[config.mk]
export PLATFORM = sky130hd
export DESIGN_NAME = mem_stage
export DESIGN_NICKNAME = d
export VERILOG_FILES = /design/src/rtl/mem_stage.sv
export SDC_FILE = /design/constraint.sdc
export NUM_CORES = 1
export LEC_CHECK = 0
export BUFFER_PORTS_ARGS = -buffer_cell sky130_fd_sc_hd__clkbuf_2
export CORE_MARGIN = 4
export CORE_UTILIZATION = 48
export CTS_CLUSTER_SIZE = 20
export DETAILED_ROUTE_END_ITERATION = 12
export PLACE_DENSITY = 0.77
export REMOVE_ABC_BUFFERS = 1
export SLEW_MARGIN = 15
export SYNTH_ARGS = -nofsm -noshare
export SYNTH_HDL_FRONTEND = slang
export SYNTH_SLANG_ARGS = --single-unit
[constraint.sdc]
create_clock -name clk -period 4.9 [get_ports clk]
set_clock_uncertainty 0.15 [all_clocks]
set_input_delay 0.245 -clock clk [delete_from_list [all_inputs] [get_ports clk]]
set_output_delay 0.245 -clock clk [all_outputs]
set_load 0.01 [all_outputs]
[src/rtl/mem_stage.sv]
// Memory stage: launches one data-bus access at a time, lane-places stores,
// formats loads and registers the writeback for the next stage.
//
// state  | meaning
// IDLE   | no bus access outstanding
// ACCESS | request held on the bus, waiting for dmem_ready
module mem_stage #(
  parameter int XLEN = 32
) (
  input  logic            clk,
  input  logic            rst,
  input  logic            ex_valid,
  input  logic            mem_read,
  input  logic            mem_write,
  input  logic [2:0]      funct3,
  input  logic [XLEN-1:0] alu_result,
  input  logic [XLEN-1:0] store_data,
  input  logic [4:0]      rd,
  input  logic            reg_write,
  output logic            mem_stall,
  output logic            dmem_req,
  output logic            dmem_we,
  output logic [XLEN-1:0] dmem_addr,
  output logic [XLEN-1:0] dmem_wdata,
  output logic [3:0]      dmem_be,
  input  logic            dmem_ready,
  input  logic [XLEN-1:0] dmem_rdata,
  output logic            wb_valid,
  output logic [4:0]      wb_rd,
  output logic            wb_reg_write,
  output logic [XLEN-1:0] wb_data,
  output logic            mem_exc
);

  typedef enum logic {IDLE, ACCESS} state_t;

  state_t          state, state_nxt;
  logic            is_mem, bad_f3, misaligned, exc;
  logic            accept, launch, complete, imm;
  logic [3:0]      st_be;
  logic [XLEN-1:0] st_wdata;
  logic [7:0]      ld_byte;
  logic [15:0]     ld_half;
  logic [XLEN-1:0] ld_data;
  logic [2:0]      acc_f3;
  logic [1:0]      acc_off;
  logic [XLEN-1:0] acc_full;
  logic [4:0]      acc_rd;
  logic            acc_rw;
  logic            pend_valid, pend_rw, pend_exc;
  logic [4:0]      pend_rd;
  logic [XLEN-1:0] pend_data;

  assign is_mem   = mem_read | mem_write;
  assign mem_stall = (state == ACCESS) & ~dmem_ready;
  assign accept   = ex_valid & ~mem_stall;
  assign complete = (state == ACCESS) & dmem_ready;

  always_comb begin
    bad_f3     = mem_write ? (funct3 > 3'b010) : (funct3 == 3'b011 || funct3[2:1] == 2'b11);
    misaligned = (funct3[1:0] == 2'b01 && alu_result[0]) ||
                 (funct3[1:0] == 2'b10 && alu_result[1:0] != 2'b00);
    exc        = is_mem & ((mem_read & mem_write) | bad_f3 | misaligned);
    launch     = accept & is_mem & ~exc;
    imm        = accept & ~launch;
  end

  always_comb begin
    case (funct3[1:0])
      2'b00: begin
        st_be    = 4'b0001 << alu_result[1:0];
        st_wdata = {(XLEN/8){store_data[7:0]}};
      end
      2'b01: begin
        st_be    = alu_result[1] ? 4'b1100 : 4'b0011;
        st_wdata = {(XLEN/16){store_data[15:0]}};
      end
      default: begin
        st_be    = 4'b1111;
        st_wdata = store_data;
      end
    endcase
  end

  always_comb begin
    ld_byte = dmem_rdata[{acc_off, 3'b000} +: 8];
    ld_half = dmem_rdata[{acc_off[1], 4'b0000} +: 16];
    case (acc_f3)
      3'b000:  ld_data = {{(XLEN-8){ld_byte[7]}}, ld_byte};
      3'b001:  ld_data = {{(XLEN-16){ld_half[15]}}, ld_half};
      3'b100:  ld_data = {{(XLEN-8){1'b0}}, ld_byte};
      3'b101:  ld_data = {{(XLEN-16){1'b0}}, ld_half};
      default: ld_data = dmem_rdata;
    endcase
  end

  always_ff @(posedge clk or posedge rst) begin
    if (rst) state <= IDLE;
    else     state <= state_nxt;
  end

  always_comb begin
    state_nxt = state;
    case (state)
      IDLE:    if (launch) state_nxt = ACCESS;
      ACCESS:  if (dmem_ready) state_nxt = launch ? ACCESS : IDLE;
      default: state_nxt = IDLE;
    endcase
  end

  always_comb begin
    dmem_req = (state == ACCESS);
  end

  always_ff @(posedge clk or posedge rst) begin
    if (rst) begin
      dmem_we    <= 1'b0;
      dmem_addr  <= '0;
      dmem_wdata <= '0;
      dmem_be    <= 4'b0000;
      acc_f3     <= 3'b000;
      acc_off    <= 2'b00;
      acc_full   <= '0;
      acc_rd     <= 5'd0;
      acc_rw     <= 1'b0;
    end else if (launch) begin
      dmem_we    <= mem_write;
      dmem_addr  <= {alu_result[XLEN-1:2], 2'b00};
      dmem_wdata <= mem_write ? st_wdata : '0;
      dmem_be    <= st_be;
      acc_f3     <= funct3;
      acc_off    <= alu_result[1:0];
      acc_full   <= alu_result;
      acc_rd     <= rd;
      acc_rw     <= reg_write & mem_read;
    end
  end

  // A non-memory op accepted in the same cycle a load/store completes is parked
  // one cycle in pend_* so both writebacks leave in program order.
  always_ff @(posedge clk or posedge rst) begin
    if (rst) begin
      wb_valid     <= 1'b0;
      wb_rd        <= 5'd0;
      wb_reg_write <= 1'b0;
      wb_data      <= '0;
      mem_exc      <= 1'b0;
      pend_valid   <= 1'b0;
      pend_rd      <= 5'd0;
      pend_rw      <= 1'b0;
      pend_data    <= '0;
      pend_exc     <= 1'b0;
    end else begin
      wb_valid   <= complete | pend_valid | imm;
      pend_valid <= (complete | pend_valid) & imm;
      if (complete) begin
        wb_rd        <= acc_rd;
        wb_reg_write <= ~dmem_we & acc_rw;
        wb_data      <= dmem_we ? acc_full : ld_data;
        mem_exc      <= 1'b0;
      end else if (pend_valid) begin
        wb_rd        <= pend_rd;
        wb_reg_write <= pend_rw;
        wb_data      <= pend_data;
        mem_exc      <= pend_exc;
      end else if (imm) begin
        wb_rd        <= rd;
        wb_reg_write <= reg_write & ~exc;
        wb_data      <= alu_result;
        mem_exc      <= exc;
      end
      if (imm) begin
        pend_rd   <= rd;
        pend_rw   <= reg_write & ~exc;
        pend_data <= alu_result;
        pend_exc  <= exc;
      end
    end
  end

endmodule

==> metrics <==
critical path type=in2reg; worst path required time=5.07 ns; IO Count=222; switch share=33.34%; Worst setup EP type=flip-flop; top cell type's share of synthesized area=46.90%; actual slew at the worst max-slew pin=1.264 ns; die width=140.9 um; Post-CTS Resized=0; clock buffer count from CTS=17; fraction of power consumed by the clock network=29.6%; status=completed; Post-Synthesis Cells=837; synthesized area=8483 um^2; Final #Nets=1,144; Register Area=3980 um^2; sequential power share=42.5%; post-synthesis sequential element count=159; Area contributors post-synth=dfrtp_1, mux2_2, o21ai_0; Final Cycle Share=67.98%; Port Buffers=219; die footprint=19,860 um^2; Combinational Power Share=27.9%; commonest cells after routing, fill and taps aside=clkbuf_2, dfrtp_1, o21ai_0, mux2_2, nand2_1; Hold Path Class=in2reg; vias per std cell=6.017; clock root buffer=clkbuf_16; Initial Utilization=49.05%; post-detail-place hpwl=17,210 um; commonest non-fill, non-tap cell in the layout=clkbuf_2; clk_lat worst skew=0.43 ns; DRC=0; Placer Congestion=0.8636; headroom to the max-slew limit=15.59%; largest net degree at the start of global routing=69; Layout Area Growth over Synthesis=23.98%; Seq/Total Area, Yosys=46.90%; fin crit period=3.331 ns; Max Freq=300.2 MHz; Die Height=140.9 um; internal power=2901 uW; global route overflow=0; Avg Inst Size Synth=10.14 um^2; crit path max fanout=68; Lkg Pwr=0.004752 uW; vias in the first global route=7,506; First-pass DRT Iterations=6; Synth area leader=dfrtp_1; CP Data Arrival Time=3.50 ns; first-pass GRT wire length=41,650 um; Max Cap Viol=0; post-placement worst setup slack=1.449 ns; Reg clk slew, reported paths=0.06 ns; worst vdd ir=264.8 uV; TritonCTS clock tree=built; Critical Path Start Type=primary input; RSZ-0062 raised after global routing=no; via count=7,653; Initial DRC Count=620; hold slack=0.007160 ns; layout cells sized above 1=36.42%; Core ar.=17,300 um^2; synth warn=0; NetSw=1451 uW; H-tree Lvls=4; Avg WL per Cell=20.84 um; Yosys cell types=51; setup TNS=0 ns; fin. max-slew vios=0; maximum clock path buffer count=2; Cell Pwr Density=413.8 nW/um^2; PnR worst setup slack=1.569 ns; final wirelength=26,510 um; multi-input logic area=3874 um^2; TritonCTS Sinks=159; Final setup viols=0; FILL cells=1,469; antenna violations before repair=1; endpoints failing hold=0; gr usage total=26.59%; antenna violation net count after detailed routing=0; row cnt=48
[timing repair]
action,in CTS,in global routing
setup buffers,0,0
hold buffers,50,0
endpoints found under the hold margin,145,0
[power groups by stage]
stage / Sequential (uW) / Combinational (uW) / Clock (uW)
5_1_grt: 1880 / 1320 / 1370
6_report: 1850 / 1210 / 1290
2_1_floorplan: 1890 / 576 / 0
3_5_place_dp: 1850 / 1180 / 0
3_3_place_gp: 1850 / 1150 / 0
4_1_cts: 1840 / 1210 / 1300
[state kept, by name, summed over array words and instances, names as in the netlist]
name / count
acc_rw: 1
dmem_req: 1
pend_valid: 1
dmem_be: 4
wb_reg_write: 1
pend_data: 32
wb_rd: 5
acc_f3: 3
acc_off: 1
dmem_we: 1
acc_full: 31
dmem_wdata: 32
wb_valid: 1
pend_rw: 1
pend_exc: 1
wb_data: 32
pend_rd: 5
acc_rd: 5
mem_exc: 1
[worst max-delay path, stage by stage]
cell and delay [ns]:
dlygate4sd3_1 0.55, clkbuf_2 0.15, o21ai_0 0.41, o2111a_2 0.86
nand2_4 0.69, mux2_4 0.51
[cells in the mapped netlist (all sizes together)]
library cell    n
a211oi          7
a21oi          30
a221oi          1
a222oi          6
a2bb2oi        23
a311o           1
a311oi          7
a31o           23
a31oi           6
a41oi           1
and2            8
and3            2
and3b           2
buf            50
clkbuf         55
clkinv          1
conb            1
dfrtp         159
inv            30
mux2           85
mux2i          20
nand2          62
nand2b          4
nand3          28
nand3b          3
nand4           7
nand4b          1
nor2            7
nor2b           9
nor3            8
nor4            3
o2111a          1
o2111ai         1
o211ai          7
o21a            8
o21ai         134
o22a            1
o311a           1
o31a            2
o31ai          22
o32a            1
o41ai           8
or3b            1
[per-stage QoR]
stage                     power [uW]  utilization, %  std cells  cell area [um^2]
after detailed placement        3030           54.51       1188              9428
after global routing            4569           60.81       1272             10520
after global placement          3001           54.51       1188              9428
final                           4352           60.81       1272             10520
after floorplan                 2469               -        733              7923
after CTS                       4355           60.66       1270             10490
[final timing paths]
path                                      from             end  slack, ns  depth (start not counted)
max in group asynchronous                  rst      wb_data[3]       3.15                          4
worst min register to register   dmem_wdata[4]   dmem_wdata[4]       0.36                          2
worst max register to register        dmem_req    acc_full[28]       1.89                          4
worst max-delay path                 funct3[2]       acc_rd[3]       1.57                          6
worst min-delay path            store_data[24]  dmem_wdata[24]      0.007                          3
min in group asynchronous                  rst  dmem_wdata[14]       0.27                          3
[area by class of cell]
| type | count | area share (%) |
|---|---|---|
| repair buffers | 281 | 16.11 |
| well taps | 225 | 2.677 |
| diodes | 1 | 0.02379 |
| inverters | 31 | 1.154 |
| flip-flops and latches | 159 | 37.84 |
| multi-input cells | 543 | 36.83 |
| clock buffers | 19 | 4.211 |
| clock inverters | 13 | 1.154 |
[cell families (layout without fill, tap and decap cells)]
group | after synthesis | after routing | synth area share (%)
AO/OA/AOI/OAI | 291 | 291 | 22.36
multiplexers | 105 | 105 | 14.26
buffers and inverters | 136 | 344 | 8.024
other | 1 | 3 | 0.04421
flip-flops | 159 | 159 | 46.90
AND/OR/NAND/NOR | 145 | 145 | 8.407
[routing by layer]
metal / share of wire, % / wire length, um / up-vias / global-route usage (%)
met1: 41 / 10820 / 3753 / 36.35
met5: 0 / 0 / - / 0
met2: 47 / 12410 / 428 / 41.78
li1: - / - / 3438 / -
met4: 1.5 / 404 / 0 / 7.241
met3: 11 / 2871 / 34 / 7.531
Power figures use the tool's default switching activity.
